**config.mk**
```make
export PLATFORM = sky130hd
export DESIGN_NAME = vga_wb_arbiter_n
export DESIGN_NICKNAME = d
export VERILOG_FILES = /design/src/rtl/vga_wb_arbiter_n.sv
export SDC_FILE = /design/constraint.sdc
export NUM_CORES = 1
export LEC_CHECK = 0
export ABC_CLOCK_PERIOD_IN_PS = 2000
export CORE_AREA = 5 5 42 44
export DETAILED_ROUTE_END_ITERATION = 16
export DIE_AREA = 0 0 47 49
export DONT_BUFFER_PORTS = 1
export PLACE_DENSITY_LB_ADDON = 0.3
export REMOVE_ABC_BUFFERS = 1
export SYNTH_ARGS = -nofsm -noshare
export SYNTH_HDL_FRONTEND = slang
export SYNTH_SLANG_ARGS = --single-unit
```
**constraint.sdc**
```tcl
create_clock -name clk_i -period 2 [get_ports clk_i]
set_input_delay 0.4 -clock clk_i [delete_from_list [all_inputs] [get_ports clk_i]]
set_output_delay 0.4 -clock clk_i [all_outputs]
set_load 0.05 [all_outputs]
```
**src/rtl/vga_wb_arbiter_n.sv**
```systemverilog
// rtl/vga_wb_arbiter_n.sv - N-channel Wishbone burst arbiter for VGA fetch engines
//
// Ports:
//   clk_i    sole clock, rising edge
//   nrst_i   asynchronous active-low reset
//   sclr_i   synchronous clear, active high, dominates all other inputs
//   req_i    per-channel level request
//   abort_i  per-channel abort; only the granted channel's bit matters in XFER
//   blen_i   per-channel burst length minus 1, channel k at [k*BCNT_W +: BCNT_W]
//   ack_i    Wishbone beat acknowledge
//   gnt_o    registered one-hot grant
//   busy_o   access in progress (|gnt_o)
//   cnt_o    beats remaining after the current beat
//   last_o   current beat is the final beat of the burst
//   done_o   one-cycle pulse, same cycle as the final ack of a normal completion

module vga_wb_arbiter_n #(
  parameter int NCH    = 2,
  parameter int BCNT_W = 4,
  parameter int RR     = 0
) (
  input  logic                  clk_i,
  input  logic                  nrst_i,
  input  logic                  sclr_i,
  input  logic [NCH-1:0]        req_i,
  input  logic [NCH-1:0]        abort_i,
  input  logic [NCH*BCNT_W-1:0] blen_i,
  input  logic                  ack_i,
  output logic [NCH-1:0]        gnt_o,
  output logic                  busy_o,
  output logic [BCNT_W-1:0]     cnt_o,
  output logic                  last_o,
  output logic [NCH-1:0]        done_o
);

  localparam int PW = (NCH > 1) ? $clog2(NCH) : 1;

  localparam logic ST_IDLE = 1'b0;
  localparam logic ST_XFER = 1'b1;

  logic              state_q, state_d;
  logic [NCH-1:0]    gnt_q, gnt_d;
  logic [BCNT_W-1:0] cnt_q, cnt_d;
  logic [PW-1:0]     ptr_q, ptr_d;

  logic [NCH-1:0]    eligible;
  logic              own_abort;
  logic              win_found;
  logic [PW-1:0]     win_idx;
  logic              grant_new;
  int                cand;

  assign eligible  = req_i & ~abort_i;
  // Only the granted channel's abort matters; others are ignored in XFER.
  assign own_abort = |(gnt_q & abort_i);

  assign gnt_o  = gnt_q;
  assign busy_o = |gnt_q;
  assign cnt_o  = cnt_q;
  assign last_o = busy_o & (cnt_q == '0);
  // Abort dominates a simultaneous final ack, so no completion pulse then.
  assign done_o = (ack_i && last_o && !own_abort) ? gnt_q : '0;

  // Winner search: fixed priority scans upward from 0, round-robin scans
  // upward from one past the last granted channel, wrapping at NCH.
  always_comb begin
    win_found = 1'b0;
    win_idx   = '0;
    cand      = 0;
    for (int i = 0; i < NCH; i++) begin
      if (RR != 0) begin
        cand = int'(ptr_q) + 1 + i;
        if (cand >= NCH) cand = cand - NCH;
      end else begin
        cand = i;
      end
      if (!win_found && eligible[cand]) begin
        win_found = 1'b1;
        win_idx   = PW'(cand);
      end
    end
  end

  always_comb begin
    state_d   = state_q;
    gnt_d     = gnt_q;
    cnt_d     = cnt_q;
    ptr_d     = ptr_q;
    grant_new = 1'b0;

    if (state_q == ST_IDLE) begin
      grant_new = win_found;
    end else begin
      if (own_abort) begin
        // Abort: release without completion and without re-arbitrating.
        state_d = ST_IDLE;
        gnt_d   = '0;
        cnt_d   = '0;
      end else if (ack_i) begin
        if (cnt_q != '0) begin
          cnt_d = cnt_q - BCNT_W'(1);
        end else if (win_found) begin
          // Back-to-back: next winner takes over at the very next edge.
          grant_new = 1'b1;
        end else begin
          state_d = ST_IDLE;
          gnt_d   = '0;
        end
      end
    end

    if (grant_new) begin
      state_d = ST_XFER;
      gnt_d   = {{(NCH-1){1'b0}}, 1'b1} << win_idx;
      cnt_d   = blen_i[win_idx*BCNT_W +: BCNT_W];
      ptr_d   = win_idx;
    end

    if (sclr_i) begin
      state_d = ST_IDLE;
      gnt_d   = '0;
      cnt_d   = '0;
      ptr_d   = PW'(NCH - 1);
    end
  end

  always_ff @(posedge clk_i or negedge nrst_i) begin
    if (!nrst_i) begin
      state_q <= ST_IDLE;
      gnt_q   <= '0;
      cnt_q   <= '0;
      ptr_q   <= PW'(NCH - 1);
    end else begin
      state_q <= state_d;
      gnt_q   <= gnt_d;
      cnt_q   <= cnt_d;
      ptr_q   <= ptr_d;
    end
  end

endmodule

```
==> results.yml, run 1 <==
pwr:
  p_clk_share_pct: 18.1
  p_leak_uw: 0.000345
  switchingPower_uw: 337
  pwr-share-seq_pct: 25.6
  p_int_uw: 412
  p_sw_share_pct: 44.9
  ir_worst_vdd_v: 0.000549
  power.density_mw_per_mm2: 944
  p_comb_share_pct: 56.3
logic_synthesis:
  synth_flop_cell: "dfrtp_1"
  async_flop_share_pct: 100
  ys_ff_latch: 7
  ys_types: 35
  synthesis.area_um2: 602
  netlist_top_cells_area: "dfrtp_1, ha_1, a211oi_1"
  syn_avg_cell_area_um2: 9.12
  synth_edf_count: 0
  syn_inst: 66
  synth_seq_area_share_pct: 29.1
  synth_top_area_share_pct: 29.1
  yosys.area.top_type: "dfrtp_1"
  ys_warn_count: 0
routing:
  drt-initial-drc-count: 9
  antenna_left: 0
  vias: 577
  drc: 0
  routed_wl_mm: 1.57
  firstDrtPassIters: 4
  wl_per_cell_um: 16.3
  vias_per_cell: 6.01
timing:
  setup_viol: 0
  slew_violations: 0
  fin_skew_ns: 0.00690
  worst_slew_pin_slew_ns: 0.342
  layout_setup_ws_ns: 0.0728
  post-route-min-period_ns: 1.93
  fin_crit_sh_pct: 96.4
  fmax_mhz: 519
  hold_viol: 0
  maxSlewHeadroom_pct: 77.1
cts:
  cts_root_buf: "clkbuf_4"
  clock_sinks: 7
  clockBufferDepth: 2
  clock_latency_ns: 0.26
  cts_tree: "done"
  clk_pin_slew_ns: 0.06
  cts_made_buffers: 3
  postCtsSetupBuffers: 0
  cts_htree_levels: 1
min_path:
  hp-start: "sclr_i"
  worstHoldPathType: "input port to register"
placed_design:
  dpl.cell_count: 91
  port_buffers: 0
  post_dp_cell_area_um2: 731
  gp_congestion: 0.844
  place_hpwl_mm: 1.23
  post-place-ws_ns: 0.239
floorplan:
  die_area_mm2: 0.00230
  io_pins: 26
  floorplan.rows: 14
  initial_core_util_pct: 42.9
  core_mm2: 0.00140
  fp.dieH_um: 49
  die_w_um: 47
global_route:
  grt_pass1_vias: 537
  grt_first_pass_wirelength_mm: 2.50
  grtUsageTotal_pct: 15.3
  antenna_found_initial: 0
  grt_max_degree: 9
  grt_overflow_total: 0
critical_path:
  rr_startpoint: "cnt_o[1]"
  end_kind: "primary output"
  critPathLaunch: "cnt_o[1]"
  crit_type: "register to primary output"
  critPathLaunchType: "register"
  critPathRequiredTime_ns: 1.60
  critPathMaxFanout: 4
  crit_arrival_ns: 1.53
final_layout:
  drive_gt1_share_pct: 37.5
  final_cell_area_um2: 793
  n_fill_cell: 132
  areaGrowthSynthToFinish_pct: 31.8
  nNetsFinal: 99
  stdcell_count: 96
  n_antenna_cell: 0
run:
  max_cap_violations: 0
status:
  status: "complete, no violations"
==> final cells by class <==
type,instances,area [µm²],share of cell area (%)
Multi-Input combinational cell,52,427,53.8
Tap cell,16,20.0,2.52
Sequential cell,7,175,22.1
Clock buffer,4,26.3,3.31
Inverter,6,22.5,2.84
Timing Repair Buffer,11,123,15.5
==> metal layers <==
metal  track usage (%)  share of wire (%)
met1              18.7                 36
met2              21.7                 49
met3              4.06                 11
met4              12.0                4.8
met5                 0                  0
==> placed cells by master (no fill, tap or decap), types with 2 or more instances in the layout <==
cell	instances
and2_4	2
a221oi_1	2
nor2_1	5
nor3_1	4
clkbuf_4	3
buf_4	7
dfrtp_1	7
a21oi_1	2
buf_12	3
a31oi_1	2
a21oi_2	2
nand2_1	3
a211oi_1	3
inv_1	5
mux2i_1	2
==> path summary, 6_finish.rpt <==
path	slack, ns	end	cells after the start
worst max-delay path	0.07	done_o[0]	6
worst min-delay path	0.20	state_q	1
worst max register to register	0.23	cnt_o[1]	7
worst min register to register	0.57	cnt_o[0]	2
max in group asynchronous	1.27	cnt_o[0]	1
min in group asynchronous	0.47	cnt_o[1]	1
==> power by group through the flow <==
| stage | clock [µW] | sequential (µW) | combinational, µW |
|---|---|---|---|
| after floorplan | 0 | 268 | 214 |
| after global placement | 0 | 191 | 390 |
| after detailed placement | 0 | 192 | 391 |
| after CTS | 136 | 189 | 397 |
| after global routing | 145 | 196 | 455 |
| final | 136 | 192 | 422 |
==> sequential cells by signal, indices dropped and copies added, names as in the netlist <==
name,flops
cnt_o,4
gnt_o,2
state_q,1
==> worst max-delay path, stage by stage, from the launching register on <==
cell and delay, ns:
dfrtp_1 0.38, inv_1 0.11, ha_2 0.21, nand4bb_4 0.15, nor2_4 0.14, and2_4 0.15
buf_12 0.13
==> cells in the mapped netlist, types with 2 or more instances <==
master	count
inv_1	6
and2_1	3
a21oi_1	2
ha_1	2
a211oi_1	3
dfrtp_1	7
nor2_1	6
a221oi_1	2
a21oi_2	2
a31oi_1	2
nor3_1	4
mux2i_1	2
nand2_1	3
==> kinds of logic after synthesis <==
logic type                 share of synthesized area [%]
DFF                                                 29.1
muxes                                               3.33
AOI/OAI and AO/OA                                   27.2
adders and majority gates                           4.16
buffers and inverters                               4.37
xor gates and xnor gates                            1.46
and+or+nand+nor                                     30.4
==> repair_timing <==
| action | 4_1_cts | 5_1_grt |
|---|---|---|
| setup endpoints to repair | 0 | 2 |
| endpoints found under the hold margin | 7 | 0 |
| hold buffers | 1 | 0 |
| resized for setup | 0 | 7 |
==> metrics by stage <==
step / hold WS [ns] / TNS, ns / total power [µW] / utilization (%)
floorplan: 0.104 / 0 / 482 / -
global placement: 0.105 / 0 / 581 / 52.1
detailed placement: 0.105 / 0 / 583 / 52.1
CTS: 0.205 / 0 / 723 / 54.7
global route: 0.198 / -0.00304 / 795 / 56.6
finish: 0.203 / 0 / 749 / 56.6
Note: power is estimated with default switching activity, not from simulation.
==> inputs of run 2 (changes only) <==
--- a/config.mk
+++ b/config.mk
@@ -5,6 +5,7 @@
 export SDC_FILE = /design/constraint.sdc
 export NUM_CORES = 1
 export LEC_CHECK = 0
+export ABC_AREA = 1
 export ABC_CLOCK_PERIOD_IN_PS = 2000
 export CORE_AREA = 5 5 42 44
 export DETAILED_ROUTE_END_ITERATION = 16
==> run 2 against run 1 <==
  * Worst hold slack better by 0.0023 ns
  * Global-route usage is 0.47 points higher
  * Die area stayed put
  * Total power is 28% higher
  * Highest routed layer unchanged
  * Non-clock buffer count is 1 lower
==> results.yml, run 2 <==
logic_synthesis:
  syn_inst: 97
  synth_edf_count: 0
  synth_flop_cell: "dfrtp_1"
  synth_most_common_cell: "nand2_1"
  synth_commonest_cells: "nand2_1, inv_1, nor2_1"
  ys_ff_latch: 7
  netlist_top_cells_area: "dfrtp_1, nand2_1, inv_1"
  ys_types: 20
  synth_top_area_share_pct: 27.8
  ys_warn_count: 0
  async_flop_share_pct: 100
  syn_avg_cell_area_um2: 6.50
  synthesis.area_um2: 631
  synth_seq_area_share_pct: 27.8
  yosys.area.top_type: "dfrtp_1"
cts:
  cts_tree: "done"
  cts_made_buffers: 3
  cts_root_buf: "clkbuf_4"
  postCtsSetupBuffers: 0
  clock_sinks: 7
  clockBufferDepth: 2
  clock_latency_ns: 0.25
  clk_pin_slew_ns: 0.05
  cts_htree_levels: 1
pwr:
  switchingPower_uw: 503
  p_clk_share_pct: 13.4
  pwr-share-seq_pct: 21.3
  p_comb_share_pct: 65.2
  p_sw_share_pct: 52.6
  p_int_uw: 453
  p_leak_uw: 0.000419
  ir_worst_vdd_v: 0.000471
  power.density_mw_per_mm2: 1230
min_path:
  hp-start: "sclr_i"
  hold_path_depth: 1
  hold-path-endpoint: "state_q"
  worstHoldPathType: "input port to register"
floorplan:
  core_mm2: 0.00140
  floorplan.rows: 14
  die_w_um: 47
  fp.dieH_um: 49
  io_pins: 26
  initial_core_util_pct: 45.0
  die_area_mm2: 0.00230
global_route:
  grt_max_degree: 9
  grt_pass1_vias: 640
  grtUsageTotal_pct: 15.8
  grt_overflow_total: 0
  antenna_found_initial: 0
  grt_first_pass_wirelength_mm: 2.64
final_layout:
  largest_reg_flops: 4
  areaGrowthSynthToFinish_pct: 23.2
  fin_util_pct: 55.4
  final_cell_mix: "nand2_1, inv_1, nor2_1"
  drive_gt1_share_pct: 20.7
  final_common_cell: "nand2_1"
  nNetsFinal: 130
  n_antenna_cell: 0
timing:
  fin_crit_sh_pct: 92.6
  rsz0062_at_grt: "false"
  fin_skew_ns: 0.000235
  post-route-min-period_ns: 1.85
  hold_viol: 0
  setup_viol: 0
  holdWs_ns: 0.205
  maxSlewHeadroom_pct: 69.2
  worst_slew_pin_slew_ns: 0.461
  slew_violations: 0
  fmax_mhz: 540
critical_path:
  crit_arrival_ns: 1.45
  critPathLaunchType: "register"
  end_kind: "primary output"
  critPathRequiredTime_ns: 1.60
  crit_type: "register to primary output"
  rr_worst_depth: 9
  rr_startpoint: "cnt_o[0]"
  timing.rr.end: "cnt_o[1]"
  r2r_slack_ns: 0.54
  critPathMaxFanout: 4
routing:
  drt-initial-drc-count: 25
  firstDrtPassIters: 4
  drc: 0
  wl_per_cell_um: 12.2
  vias_per_cell: 5.13
  routed_wl_mm: 1.55
  antenna_left: 0
  vias: 651
placed_design:
  place_hpwl_mm: 1.23
  gp_congestion: 0.751
  port_buffers: 0
run:
  max_cap_violations: 0
status:
  status: "complete, no violations"
run 2: cell types whose count changed in the layout (fill, tap and decap cells not counted), moves of 3 or more:
cell,change
nand4_1,+4
buf_12,-3
nor2_1,+3
nor3_1,-4
nand2_1,+39
a211oi_1,-3
nand3_1,+5
inv_1,+5
run 2: layout make-up:
class	instances	area (µm²)
Fill cell	138	624
Multi-Input combinational cell	78	425
Sequential cell	7	175
Timing Repair Buffer	10	85.1
Inverter	12	45.0
Clock buffer	4	26.3
Tap cell	16	20.0
run 2: worst max path at each step:
stage	startpoint	end	slack [ns]	cells after the start
floorplan	cnt_o[0]	done_o[0]	-0.26	6
global placement	cnt_o[0]	done_o[0]	0.39	7
detailed placement	cnt_o[0]	done_o[1]	0.35	7
CTS	cnt_o[0]	done_o[1]	0.07	7
global route	cnt_o[0]	done_o[0]	0.04	7
finish	cnt_o[0]	done_o[0]	0.15	7
run 2: kinds of logic after synthesis:
| group | share of synthesized area [%] |
|---|---|
| AO/OA/AOI/OAI | 13.3 |
| XOR/XNOR | 1.39 |
| adder cells (fa/ha/maj) | 3.97 |
| buffers and inverters | 7.14 |
| flip-flops | 27.8 |
| AND/OR/NAND/NOR | 46.4 |
run 2: per-stage QoR:
stage / area [µm²] / total power [µW] / instances / setup WS (ns) / TNS (ns)
after floorplan: 631 / 671 / 97 / -0.255 / -0.730
after global routing: 777 / 1030 / 127 / 0.0359 / 0
after global placement: 718 / 797 / 122 / 0.392 / 0
after CTS: 754 / 938 / 127 / 0.0697 / 0
final: 777 / 956 / 127 / 0.148 / 0
after detailed placement: 718 / 800 / 122 / 0.347 / 0
run 2: power groups by stage:
stage | Clock (µW) | Combinational, µW | Sequential [µW]
after floorplan | 0 | 335 | 336
after global placement | 0 | 593 | 204
after detailed placement | 0 | 595 | 205
after CTS | 131 | 604 | 203
after global routing | 140 | 684 | 210
final | 129 | 623 | 204
run 2: layer usage:
metal / vias to the layer above / track usage [%] / part of all wire (%)
li1: 336 / - / -
met1: 282 / 20.6 / 42
met2: 29 / 22.6 / 48
met3: 4 / 2.58 / 6.6
met4: 0 / 11.1 / 3.4
met5: - / 0 / 0
run 2: worst max-delay path: stages (launching register included):
cell and delay, ns:
dfrtp_1 0.39, inv_2 0.10, ha_4 0.16, nand3_4 0.09, nor2_1 0.10, inv_1 0.07
nor2_1 0.11, buf_6 0.17
run 2: what timing repair did:
| action | 4_1_cts | 5_1_grt |
|---|---|---|
| setup endpoints to repair | 0 | 2 |
| hold buffers | 1 | 0 |
| hold endpoints to repair | 7 | 0 |
| resized for setup | 0 | 6 |
==> inputs of run 3 (changes only) <==
--- a/config.mk
+++ b/config.mk
@@ -12,6 +12,7 @@
 export DIE_AREA = 0 0 47 49
 export DONT_BUFFER_PORTS = 1
 export PLACE_DENSITY_LB_ADDON = 0.3
+export RECOVER_POWER = 100
 export REMOVE_ABC_BUFFERS = 1
 export SYNTH_ARGS = -nofsm -noshare
 export SYNTH_HDL_FRONTEND = slang
==> run 3 against run 2 <==
  * Worst setup slack worse by 0.011 ns
  * Non-clock buffer count stayed put
  * Sequential cell count did not move
  * Critical path depth up 2
  * Routed wire length decreased by 1.4%
  * Fmax down 0.57%
  * Cell area shrank 6.6%
  * Global-route usage unchanged
  * Total power shrank 5.3%
  * Largest cell class unchanged
==> results.yml, run 3 (synthesis results as in run 2) <==
status:
  status: "complete, no violations"
floorplan:
  floorplan.rows: 14
  die_w_um: 47
  io_pins: 26
  initial_core_util_pct: 45.0
  fp.dieH_um: 49
  core_mm2: 0.00140
  die_area_mm2: 0.00230
final_layout:
  final_cell_mix: "nand2_1, inv_1, nor2_1"
  fin_util_pct: 51.8
  nNetsFinal: 130
  drive_gt1_share_pct: 12.6
  n_antenna_cell: 0
  areaGrowthSynthToFinish_pct: 15.1
  largest_reg_flops: 4
  final_common_cell: "nand2_1"
pwr:
  power.density_mw_per_mm2: 1250
  ir_worst_vdd_v: 0.000448
  p_leak_uw: 0.000389
timing:
  hold_viol: 0
  rsz0062_at_grt: "false"
  maxSlewHeadroom_pct: 50.5
  setup_viol: 0
  fmax_mhz: 537
  fin_skew_ns: 0.000110
  fin_crit_sh_pct: 93.1
  worst_slew_pin_slew_ns: 0.743
  tns_ns: 0
  slew_violations: 0
  post-route-min-period_ns: 1.86
global_route:
  grt_first_pass_wirelength_mm: 2.64
  grt_max_degree: 9
  grt_pass1_vias: 640
  grtUsageTotal_pct: 15.8
  grt_overflow_total: 0
  antenna_found_initial: 0
critical_path:
  crit_arrival_ns: 2.00
  crit_path_frequent_cell: "nand2_1"
  crit_type: "register to register"
  crit_chain: "inv_2, ha_4, nand3_4, o21bai_1, nand2_1, nand2_1, inv_1, nand2_1, nand2_1"
  critPathMaxFanout: 8
  critPathLaunchType: "register"
  worst-path-buf-inv: 2
  critPathRequiredTime_ns: 2.14
  cp_top_family: "simple AND/OR/NAND/NOR gates"
  crit_slowest_cell: "dfrtp_1"
  cpPeakStageDelay_ns: 0.39
  end_kind: "register"
cts:
  clockBufferDepth: 2
  cts_made_buffers: 3
  cts_htree_levels: 1
  cts_root_buf: "clkbuf_4"
  clk_pin_slew_ns: 0.05
  clock_sinks: 7
  clock_latency_ns: 0.25
  cts_tree: "done"
routing:
  drc: 0
  wl_per_cell_um: 12.0
  firstDrtPassIters: 4
  vias_per_cell: 5.05
  routed_wl_mm: 1.53
  vias: 641
  antenna_left: 0
  drt-initial-drc-count: 20
placed_design:
  gp_congestion: 0.751
  place_hpwl_mm: 1.23
  port_buffers: 0
min_path:
  worstHoldPathType: "input port to register"
run:
  max_cap_violations: 0
-- run 3: path summary, 6_finish.rpt --
check / from / to / cells past startpoint / slack [ns]
max: cnt_o[0] / cnt_o[1] / 9 / 0.14
min: sclr_i / state_q / 1 / 0.20
max reg2reg: cnt_o[0] / cnt_o[1] / 9 / 0.14
min reg2reg: state_q / state_q / 2 / 0.56
max in group asynchronous: nrst_i / cnt_o[3] / 1 / 1.28
min in group asynchronous: nrst_i / gnt_o[1] / 1 / 0.48
-- run 3: cell type report --
type | instances | area (µm²)
well taps | 16 | 20.0
inverters | 12 | 45.0
fillers | 153 | 676
repair buffers | 10 | 52.6
clock buffers | 4 | 26.3
multi-input cells | 78 | 407
flip-flops and latches | 7 | 175
-- run 3: stage by stage --
| step | hold WS, ns | total power (µW) | setup WS, ns | cells | area, µm² |
|---|---|---|---|---|---|
| after CTS | 0.199 | 938 | 0.0697 | 127 | 754 |
| after global routing | 0.192 | 981 | 0.0229 | 127 | 726 |
| after global placement | 0.105 | 797 | 0.392 | 122 | 718 |
| final | 0.204 | 905 | 0.137 | 127 | 726 |
| after detailed placement | 0.105 | 800 | 0.347 | 122 | 718 |
| after floorplan | 0.104 | 671 | -0.255 | 97 | 631 |
-- run 3: power by group --
part | leakage (µW) | internal (µW) | switching (µW)
Sequential | 0.0000920 | 177 | 25.9
Combinational | 0.000282 | 159 | 414
Clock | 0.0000150 | 76.2 | 52.7
-- run 3: routing by layer --
layer / track usage [%] / wire length, µm / up-vias
li1: - / - / 337
met1: 20.6 / 646 / 276
met2: 22.6 / 734 / 24
met3: 2.58 / 92 / 4
met4: 11.1 / 52 / 0
met5: 0 / 0 / -
-- run 3: timing repair --
item	4_1_cts	5_1_grt
buffers inserted	0	0
gates resized for setup	0	6
hold buffers	1	0
hold endpoints to repair	7	0
endpoints found under the setup margin	0	2
